## src/rtl/slot_pkg.sv

```systemverilog
// Shared types and constants for the slot machine payout block.
// Optional feature macro: SLOT_JACKPOT_EN (triple 7 pays PAY_JACKPOT).
package slot_pkg;

  typedef logic [3:0] bcd_t;

  typedef enum logic [1:0] {
    ST_IDLE = 2'd0,
    ST_EVAL = 2'd1,
    ST_ADD  = 2'd2,
    ST_DONE = 2'd3
  } state_t;

  localparam logic [15:0] CREDIT_INIT = 16'h5000;
  localparam logic [15:0] BET         = 16'h0010;
  localparam logic [15:0] PAY_TRIPLE  = 16'h0100;
  localparam logic [15:0] PAY_PAIR    = 16'h0020;
  localparam logic [15:0] PAY_JACKPOT = 16'h0500;
  localparam logic [15:0] CREDIT_SAT  = 16'h9999;
  localparam bcd_t        BCD_MAX     = 4'd9;

  // Stake is 0010: digit 0 is untouched, borrow ripples through digits 1-3.
  function automatic logic [15:0] bcd_sub_bet(input logic [15:0] c);
    logic [15:0] r;
    logic        borrow;
    r      = c;
    borrow = 1'b1;
    for (int i = 1; i < 4; i++) begin
      if (borrow) begin
        if (r[i*4 +: 4] == 4'd0) begin
          r[i*4 +: 4] = 4'd9;
          borrow      = 1'b1;
        end else begin
          r[i*4 +: 4] = r[i*4 +: 4] - 4'd1;
          borrow      = 1'b0;
        end
      end else begin
        borrow = 1'b0;
      end
    end
    return r;
  endfunction

  // A BCD balance is at least 0010 exactly when some digit above digit 0 is non-zero.
  function automatic logic bcd_ge_bet(input logic [15:0] c);
    return (c[15:4] != 12'h000);
  endfunction

endpackage

```

## src/rtl/bcd_digit_add.sv

```systemverilog
// Single decimal digit adder with carry in/out; sums above 9 are corrected by +6.
module bcd_digit_add
  import slot_pkg::*;
(
  input  logic [3:0] a,
  input  logic [3:0] b,
  input  logic       cin,
  output logic [3:0] sum,
  output logic       cout
);

  logic [4:0] raw_s;

  // Binary add followed by decimal correction.
  always_comb begin
    raw_s = {1'b0, a} + {1'b0, b} + {4'd0, cin};
    if (raw_s > {1'b0, BCD_MAX}) begin
      sum  = raw_s[3:0] + 4'd6;
      cout = 1'b1;
    end else begin
      sum  = raw_s[3:0];
      cout = 1'b0;
    end
  end

endmodule

```

## src/rtl/slot_payout.sv

```systemverilog
// Slot machine payout controller: classifies a spin, adds the payout to a
// 4-digit BCD credit one digit per cycle, and handles $10 bets while idle.
// Optional feature macro: SLOT_JACKPOT_EN (triple 7 pays 0500 instead of 0100).
module slot_payout
  import slot_pkg::*;
(
  input  logic        clk,
  input  logic        reset,
  input  logic        reel_valid,
  input  logic [3:0]  reel0,
  input  logic [3:0]  reel1,
  input  logic [3:0]  reel2,
  input  logic        bet_valid,
  output logic        ready,
  output logic [15:0] credit,
  output logic [15:0] win_amount,
  output logic        win_valid,
  output logic        bet_err,
  output logic        overflow
);

  state_t      state_r, state_s;
  bcd_t        reel0_r, reel1_r, reel2_r;
  bcd_t        reel0_s, reel1_s, reel2_s;
  logic [15:0] credit_r, credit_s;
  logic [15:0] win_r, win_s;
  logic [15:0] pay_s;
  logic [1:0]  idx_r, idx_s;
  logic        carry_r, carry_s;
  logic        overflow_r, overflow_s;
  logic        bet_err_r, bet_err_s;
  logic        win_valid_r, win_valid_s;
  logic        ready_r, ready_s;
  bcd_t        add_a_s, add_b_s, add_sum_s;
  logic        add_cout_s;
  logic        eq01_s, eq12_s, eq02_s;

  // The one digit adder, reused for each of the four ADD cycles.
  bcd_digit_add u_add (
    .a    (add_a_s),
    .b    (add_b_s),
    .cin  (carry_r),
    .sum  (add_sum_s),
    .cout (add_cout_s)
  );

  // FSM state register.
  always_ff @(posedge clk or posedge reset) begin
    if (reset) begin
      state_r <= ST_IDLE;
    end else begin
      state_r <= state_s;
    end
  end

  // FSM next-state logic.
  always_comb begin
    state_s = state_r;
    case (state_r)
      ST_IDLE: begin
        if (reel_valid) begin
          state_s = ST_EVAL;
        end else begin
          state_s = ST_IDLE;
        end
      end
      ST_EVAL: state_s = ST_ADD;
      ST_ADD: begin
        if (idx_r == 2'd3) begin
          state_s = ST_DONE;
        end else begin
          state_s = ST_ADD;
        end
      end
      ST_DONE: state_s = ST_IDLE;
      default: state_s = ST_IDLE;
    endcase
  end

  // Spin classification; digits above 9 never count as a match.
  always_comb begin
    eq01_s = (reel0_r == reel1_r) && (reel0_r <= BCD_MAX);
    eq12_s = (reel1_r == reel2_r) && (reel1_r <= BCD_MAX);
    eq02_s = (reel0_r == reel2_r) && (reel0_r <= BCD_MAX);
    if (eq01_s && eq12_s) begin
`ifdef SLOT_JACKPOT_EN
      if (reel0_r == 4'd7) begin
        pay_s = PAY_JACKPOT;
      end else begin
        pay_s = PAY_TRIPLE;
      end
`else
      pay_s = PAY_TRIPLE;
`endif
    end else if (eq01_s || eq12_s || eq02_s) begin
      pay_s = PAY_PAIR;
    end else begin
      pay_s = 16'h0000;
    end
  end

  // Select the credit/payout digit pair for the current ADD step.
  always_comb begin
    case (idx_r)
      2'd0:    begin add_a_s = credit_r[3:0];   add_b_s = win_r[3:0];   end
      2'd1:    begin add_a_s = credit_r[7:4];   add_b_s = win_r[7:4];   end
      2'd2:    begin add_a_s = credit_r[11:8];  add_b_s = win_r[11:8];  end
      2'd3:    begin add_a_s = credit_r[15:12]; add_b_s = win_r[15:12]; end
      default: begin add_a_s = credit_r[3:0];   add_b_s = win_r[3:0];   end
    endcase
  end

  // FSM output and datapath next-value logic.
  always_comb begin
    reel0_s    = reel0_r;
    reel1_s    = reel1_r;
    reel2_s    = reel2_r;
    credit_s   = credit_r;
    win_s      = win_r;
    idx_s      = idx_r;
    carry_s    = carry_r;
    overflow_s = overflow_r;
    bet_err_s  = 1'b0;
    case (state_r)
      ST_IDLE: begin
        if (reel_valid) begin
          reel0_s   = reel0;
          reel1_s   = reel1;
          reel2_s   = reel2;
          // A simultaneous bet loses to the spin and is reported as refused.
          bet_err_s = bet_valid;
        end else if (bet_valid) begin
          if (bcd_ge_bet(credit_r)) begin
            credit_s = bcd_sub_bet(credit_r);
          end else begin
            bet_err_s = 1'b1;
          end
        end else begin
          bet_err_s = 1'b0;
        end
      end
      ST_EVAL: begin
        win_s     = pay_s;
        idx_s     = 2'd0;
        carry_s   = 1'b0;
        bet_err_s = bet_valid;
      end
      ST_ADD: begin
        bet_err_s = bet_valid;
        idx_s     = idx_r + 2'd1;
        carry_s   = add_cout_s;
        case (idx_r)
          2'd0: credit_s[3:0]  = add_sum_s;
          2'd1: credit_s[7:4]  = add_sum_s;
          2'd2: credit_s[11:8] = add_sum_s;
          2'd3: begin
            if (add_cout_s) begin
              credit_s   = CREDIT_SAT;
              overflow_s = 1'b1;
            end else begin
              credit_s[15:12] = add_sum_s;
            end
          end
          default: credit_s = credit_r;
        endcase
      end
      ST_DONE: begin
        bet_err_s = bet_valid;
      end
      default: begin
        bet_err_s = 1'b0;
      end
    endcase
    win_valid_s = (state_s == ST_DONE);
    ready_s     = (state_s == ST_IDLE);
  end

  // Datapath and registered outputs.
  always_ff @(posedge clk or posedge reset) begin
    if (reset) begin
      reel0_r     <= 4'd0;
      reel1_r     <= 4'd0;
      reel2_r     <= 4'd0;
      credit_r    <= CREDIT_INIT;
      win_r       <= 16'h0000;
      idx_r       <= 2'd0;
      carry_r     <= 1'b0;
      overflow_r  <= 1'b0;
      bet_err_r   <= 1'b0;
      win_valid_r <= 1'b0;
      ready_r     <= 1'b1;
    end else begin
      reel0_r     <= reel0_s;
      reel1_r     <= reel1_s;
      reel2_r     <= reel2_s;
      credit_r    <= credit_s;
      win_r       <= win_s;
      idx_r       <= idx_s;
      carry_r     <= carry_s;
      overflow_r  <= overflow_s;
      bet_err_r   <= bet_err_s;
      win_valid_r <= win_valid_s;
      ready_r     <= ready_s;
    end
  end

  assign ready      = ready_r;
  assign credit     = credit_r;
  assign win_amount = win_r;
  assign win_valid  = win_valid_r;
  assign bet_err    = bet_err_r;
  assign overflow   = overflow_r;

endmodule

```

## config.mk

```make
export PLATFORM = sky130hd
export DESIGN_NAME = slot_payout
export DESIGN_NICKNAME = d
export VERILOG_FILES = /design/src/rtl/slot_pkg.sv /design/src/rtl/bcd_digit_add.sv /design/src/rtl/slot_payout.sv
export SDC_FILE = /design/constraint.sdc
export NUM_CORES = 1
export LEC_CHECK = 0
export CAP_MARGIN = 20
export CELL_PAD_IN_SITES_DETAIL_PLACEMENT = 2
export CELL_PAD_IN_SITES_GLOBAL_PLACEMENT = 2
export CORE_ASPECT_RATIO = 1.25
export CORE_UTILIZATION = 33
export CTS_BUF_LIST = sky130_fd_sc_hd__clkbuf_4
export DETAILED_ROUTE_END_ITERATION = 7
export PLACE_DENSITY = 0.92
export SYNTH_ARGS = -nofsm -noshare
export SYNTH_HDL_FRONTEND = slang
export SYNTH_HIERARCHICAL = 1
export SYNTH_SLANG_ARGS = --single-unit
export TNS_END_PERCENT = 100
```

## constraint.sdc

```tcl
create_clock -name clk -period 5.9 [get_ports clk]
set_input_delay 1.18 -clock clk [delete_from_list [all_inputs] [get_ports clk]]
set_output_delay 1.18 -clock clk [all_outputs]
set_load 0.01 [all_outputs]
```

* Word level (Yosys, flattened, before mapping) *
Cells that the tools add are included.

cells by class
  mux-type cells = 41
  reductions and logical operators = 23
  $lt $le $gt $ge = 3
  eq/ne operators = 20
  add/sub/neg operators = 7
  bitwise logic cells = 1

operator list
  cell                 count
  $mux 16              3
  $mux 4               8
  $pmux 16 s2          1
  $pmux 4 s4           2
  $pmux 4 s2           3
  $mux 1               17
  $ne 2x2->1 const B   7
  $eq 4x4->1           3
  $logic_not 4->1      3
  $mux 12              1
  $reduce_and 6->1     2
  $reduce_bool 12->1   1
  $sub 4x1->4 const B  3
  $eq 2x2->1 const B   5
  $mux 9               1
  $ne 3x3->1 const B   3
  $le 4x4->1 const B   2
  $pmux 2 s4           1
  $reduce_and 7->1     1
  $logic_not 2->1      3
  $mux 6               1
  $reduce_bool 2->1    3
  $add 4x4->5          1
  $add 5x1->5          1
  other kinds (13)     19

storage, ports and cells
  flip-flop bits (word level) = 53

* Logic depth before layout (Yosys ltp) *
  depth after elaboration = 16
  gate-level depth with buffers = 15
  depth with buffers taken out = 15

* By module *
The synthesis kept the hierarchy.

modules (own cells, without submodules)
  module         cells each  area an instance (µm²)  times used  sequential area each (µm²)
  slot_payout    234         2288.4                  1           979.7
  bcd_digit_add  22          211.5                   1           0.0

* Worst setup path before layout *
No wires, ideal clock.

  path kind = reg2reg
  start = register idx_r[0]
  end = register credit_r[9] (netlist: credit[9])
  setup slack = 1633 ps
  cell stages (with the launch flop) = 15
  arrival time = 4142 ps
  period minus slack after synthesis = 4267 ps
  data required time = 5775 ps
  cells stage by stage = dfrtp_1 > ha_1 > clkbuf_1 > a222oi_1 > mux2i_1 > fa_1 > fa_1 > xnor2_1 > ha_1 > a31o_1 > o31ai_4 > nor2b_1 > a221oi_1 > o221ai_1 > mux2_2

between the ends
  word-level cells in the longest chain between the ends = 8

ends and longest elaborated chain
  what                                      RTL line             source
  start, declared                           slot_payout.sv:28    logic [1:0] idx_r, idx_s;
  start signal, assigned                    slot_payout.sv:198   idx_r <= idx_s;
  $eq 2x2->1, or another cell as far along  slot_payout.sv:104   case (idx_r)
  $pmux 4 s4 *                              slot_payout.sv:104
  via add_a_s[0]                            slot_payout.sv:34    bcd_t add_a_s, add_b_s, add_sum_s;
  $add 4x4->5 *                             bcd_digit_add.sv:16  raw_s = {1'b0, a} + {1'b0, b} + {4'd0, cin};
  $add 5x1->5 *                             bcd_digit_add.sv:16
  $gt 5x4->1 *                              bcd_digit_add.sv:17  if (raw_s > {1'b0, BCD_MAX}) begin
  $mux 1 *                                  bcd_digit_add.sv:17
  via add_cout_s                            slot_payout.sv:35    logic add_cout_s;
  $ne 3x3->1 (no source line) *             --
  $reduce_and 7->1 (no source line) *       --
  end signal, assigned                      slot_payout.sv:196   credit_r <= credit_s;
  end, declared                             slot_payout.sv:25    logic [15:0] credit_r, credit_s;

The timed path passes the listed nets; every way through them passes the cells marked *.
A chain may end at the register's enable or synchronous reset.

* Final worst setup path *
Same ends and word-level chain as after synthesis.

==> impl_metrics.csv <==
group,metric,value,unit
status,outcome,"complete, no violations",
routing,wl,7190,um
finish,final_cells,388,
die,die_x,79.9,um
power_and_ir_drop,p_total,1.86,mW
cts,clock_sinks,39,
cts,htreeDepth,2,
synthesis,syn_inst,256,
timing,worst_pin_slew,0.877,ns
timing,setup_viol,0,
die,num_io_pins,52,
synthesis,synth_area_leaders,"dfrtp_1 (36%), mux2_2 (7.2%), ha_1 (6.0%)",
power_and_ir_drop,ir_drop,234,uV
worst_setup_path,crit_type,"flip-flop to flip-flop",
cts,cts_inserted_buffers,5,
cts,clock_path_buffers,2,
routing,antenna_left,0,
synthesis,synth_cell_types,55,
synthesis,synth-edff-count,0,
worst_setup_path,max_stage_delay,0.47,ns
cts,cts_hold_buf,0,
routing,first_pass_iters,4,
worst_setup_path,critPathMaxFanout,12,
routing,vias_per_cell,5.30,
synthesis,netlist.area_leader.share,36.0,%
grt,antenna_found_initial,0,
worst_setup_path,cp-end-kind,"flip-flop",
cts,clk_pin_slew,0.12,ns
worst_setup_path,cpMaxStageDelayCell,"fa_1",
cts,cts_setup_buffers,0,
worst_hold_path,hold_class,"flip-flop to flip-flop",
cts,clkLatencyLatePin,0.36,ns
die,num_rows,35,
timing,rsz0062_at_grt,"false",
synthesis,synth-seq-cells,39,
grt,grt_max_degree,40,
power_and_ir_drop,p_per_area,623,mW/mm2
cts,cts-resized-gates,0,
grt,grt_use_total,19.8,%
timing,max_freq,209,MHz
worst_setup_path,worstPathArrival,5.04,ns
job,cap_violations,0,
grt,grt_pass1_wl,11700,um
finish,nets,325,
die,dieArea,0.00793,mm2
grt,grt_pass1_vias,2205,
placed_design,placedInstanceArea,0.00291,mm2
finish,stdcell_area,0.00299,mm2
die,core,0.00736,mm2
power_and_ir_drop,cellLeakagePower,1.28,nW
synthesis,ys_seq_area_share,39.2,%
synthesis,synthFlopType,"dfrtp_1",
finish,n_antenna_cell,0,
cts,cts_tree,"yes",
timing,skew,0.0106,ns
routing,first_iter_violations,103,
synthesis,yosysMostFrequentCell,"dfrtp_1",
grt,overflow,0,
worst_setup_path,cp_top_family,"compound AO/OA/AOI/OAI gates",
synthesis,synth_commonest_cells,"dfrtp_1 (36), inv_1 (20), nor2_1 (19), o21ai_0 (19), mux2_2 (16)",
cts,root_buffer,"clkbuf_4",
timing,tns,0,ns
timing,finalHoldViolCount,0,
timing,period_share,81.1,%
worst_setup_path,critPathLaunchType,"flip-flop",
routing,drc_errors,0,
placed_design,port-buffer-count,37,
routing,wire_per_inst,18.5,um
synthesis,yosysWarningCount,6,
synthesis,syn_avg_cell_area,9.77,um2
timing,maxSlewViolCount,0,
worst_setup_path,cp_cell_sequence,"ha_1, a222oi_1, mux2i_1, fa_1, fa_1, xnor2_1, ha_1, a31o_1, o31ai_4, nor2b_1, a221oi_1, o221ai_1, mux2_2",
timing,slew_headroom,41.5,%
synthesis,yosys.area.top_type,"dfrtp_1",
routing,vias,2058,
placed_design,place_congestion,0.857,
placed_design,dpl.hpwl,5330,um
timing,fin_crit,4.79,ns
synthesis,synth_area,0.00250,mm2
placed_design,dp.cells,380,
finish,syn_to_final_growth,19.4,%
die,die_y,99.3,um
worst_setup_path,crit_required,6.15,ns
finish,drive_gt1_share,12.5,%
worst_setup_path,path_buf_inv,0,
synthesis,async_reset_ff_share,100,%
die,start_util,34.0,%
[metrics by stage]
step	util, %	hold WS [ns]	worst slack (ns)
after floorplan	-	0.512	1.63
after global placement	39.5	0.497	1.46
after detailed placement	39.5	0.522	1.20
after CTS	40.6	0.550	1.14
after global routing	40.6	0.575	0.733
final	40.6	0.535	1.11
[flip-flops by register name (all words and copies together), names as in the netlist, 2 cells and up]
register / count
credit: 16
idx_r: 2
reel0_r: 4
reel1_r: 4
reel2_r: 4
state_r: 2
win_amount: 2
[worst min-delay path, delay by kind of cell (launching register included)]
family,cells,cell delay (ns)
compound gates,1,0.06
flops,1,0.39
simple gates,1,0.06
[cell type report]
| class | count | area (um2) |
|---|---|---|
| Sequential cell | 39 | 980 |
| Inverter | 20 | 75.1 |
| Fill cell | 833 | 4370 |
| Multi-Input combinational cell | 191 | 1360 |
| Tap cell | 92 | 115 |
| Timing Repair Buffer | 38 | 378 |
| Clock buffer | 5 | 37.5 |
| Clock inverter | 3 | 38.8 |
[metal layers]
| layer | global-route usage [%] | share of wire, % |
|---|---|---|
| met4 | 8.93 | 2.6 |
| met5 | 0 | 0 |
| met1 | 22.5 | 39 |
| met2 | 35.6 | 56 |
| met3 | 3.30 | 3.1 |
[where the power goes]
| group | leakage (nW) | switching [mW] | internal, mW |
|---|---|---|---|
| Combinational | 0.767 | 0.619 | 0.495 |
| Sequential | 0.473 | 0.165 | 0.395 |
| Clock | 0.0426 | 0.0972 | 0.0872 |
| Total | 1.28 | 0.881 | 0.978 |
[path summary, 6_finish.rpt]
| kind | cells past startpoint | start | endpoint | slack (ns) |
|---|---|---|---|---|
| max | 13 | idx_r[0]$_DFFE_PP0P_ | credit[9]$_DFFE_PP0P_ | 1.11 |
| min | 2 | credit[1]$_DFFE_PP0P_ | credit[1]$_DFFE_PP0P_ | 0.54 |
| max reg2reg | 13 | idx_r[0]$_DFFE_PP0P_ | credit[9]$_DFFE_PP0P_ | 1.11 |
| min reg2reg | 2 | credit[1]$_DFFE_PP0P_ | credit[1]$_DFFE_PP0P_ | 0.54 |
| max in group asynchronous | 3 | reset | ready$_DFF_PP1_ | 4.29 |
| min in group asynchronous | 3 | reset | credit[10]$_DFFE_PP0P_ | 1.23 |
[layout by cell type (no fill, tap or decap), drive strengths merged, types with 4 or more instances in the layout]
master         synthesis  layout
a21oi                 13      13
o21ai                 20      20
xor2                   4       4
nand2b                 4       4
mux2i                  6       6
conb                   1      16
nand3                  8       8
clkbuf                 3       5
xnor2                  4       4
inv                   20      20
nor2                  19      19
nand2                 12      12
clkdlybuf4s50          0      37
mux2                  16      16
dfrtp                 36      36
ha                    12      12
a222oi                 4       4
[logic make-up after synthesis]
kind of cell | share of synthesized area, %
AOI/OAI and AO/OA | 19.2
xor gates and xnor gates | 2.80
adders and majority gates | 7.61
buffers and inverters | 8.61
DFF | 39.2
muxes | 9.61
other | 0.150
and+or+nand+nor | 12.8
(Power assumes the default switching activity.)
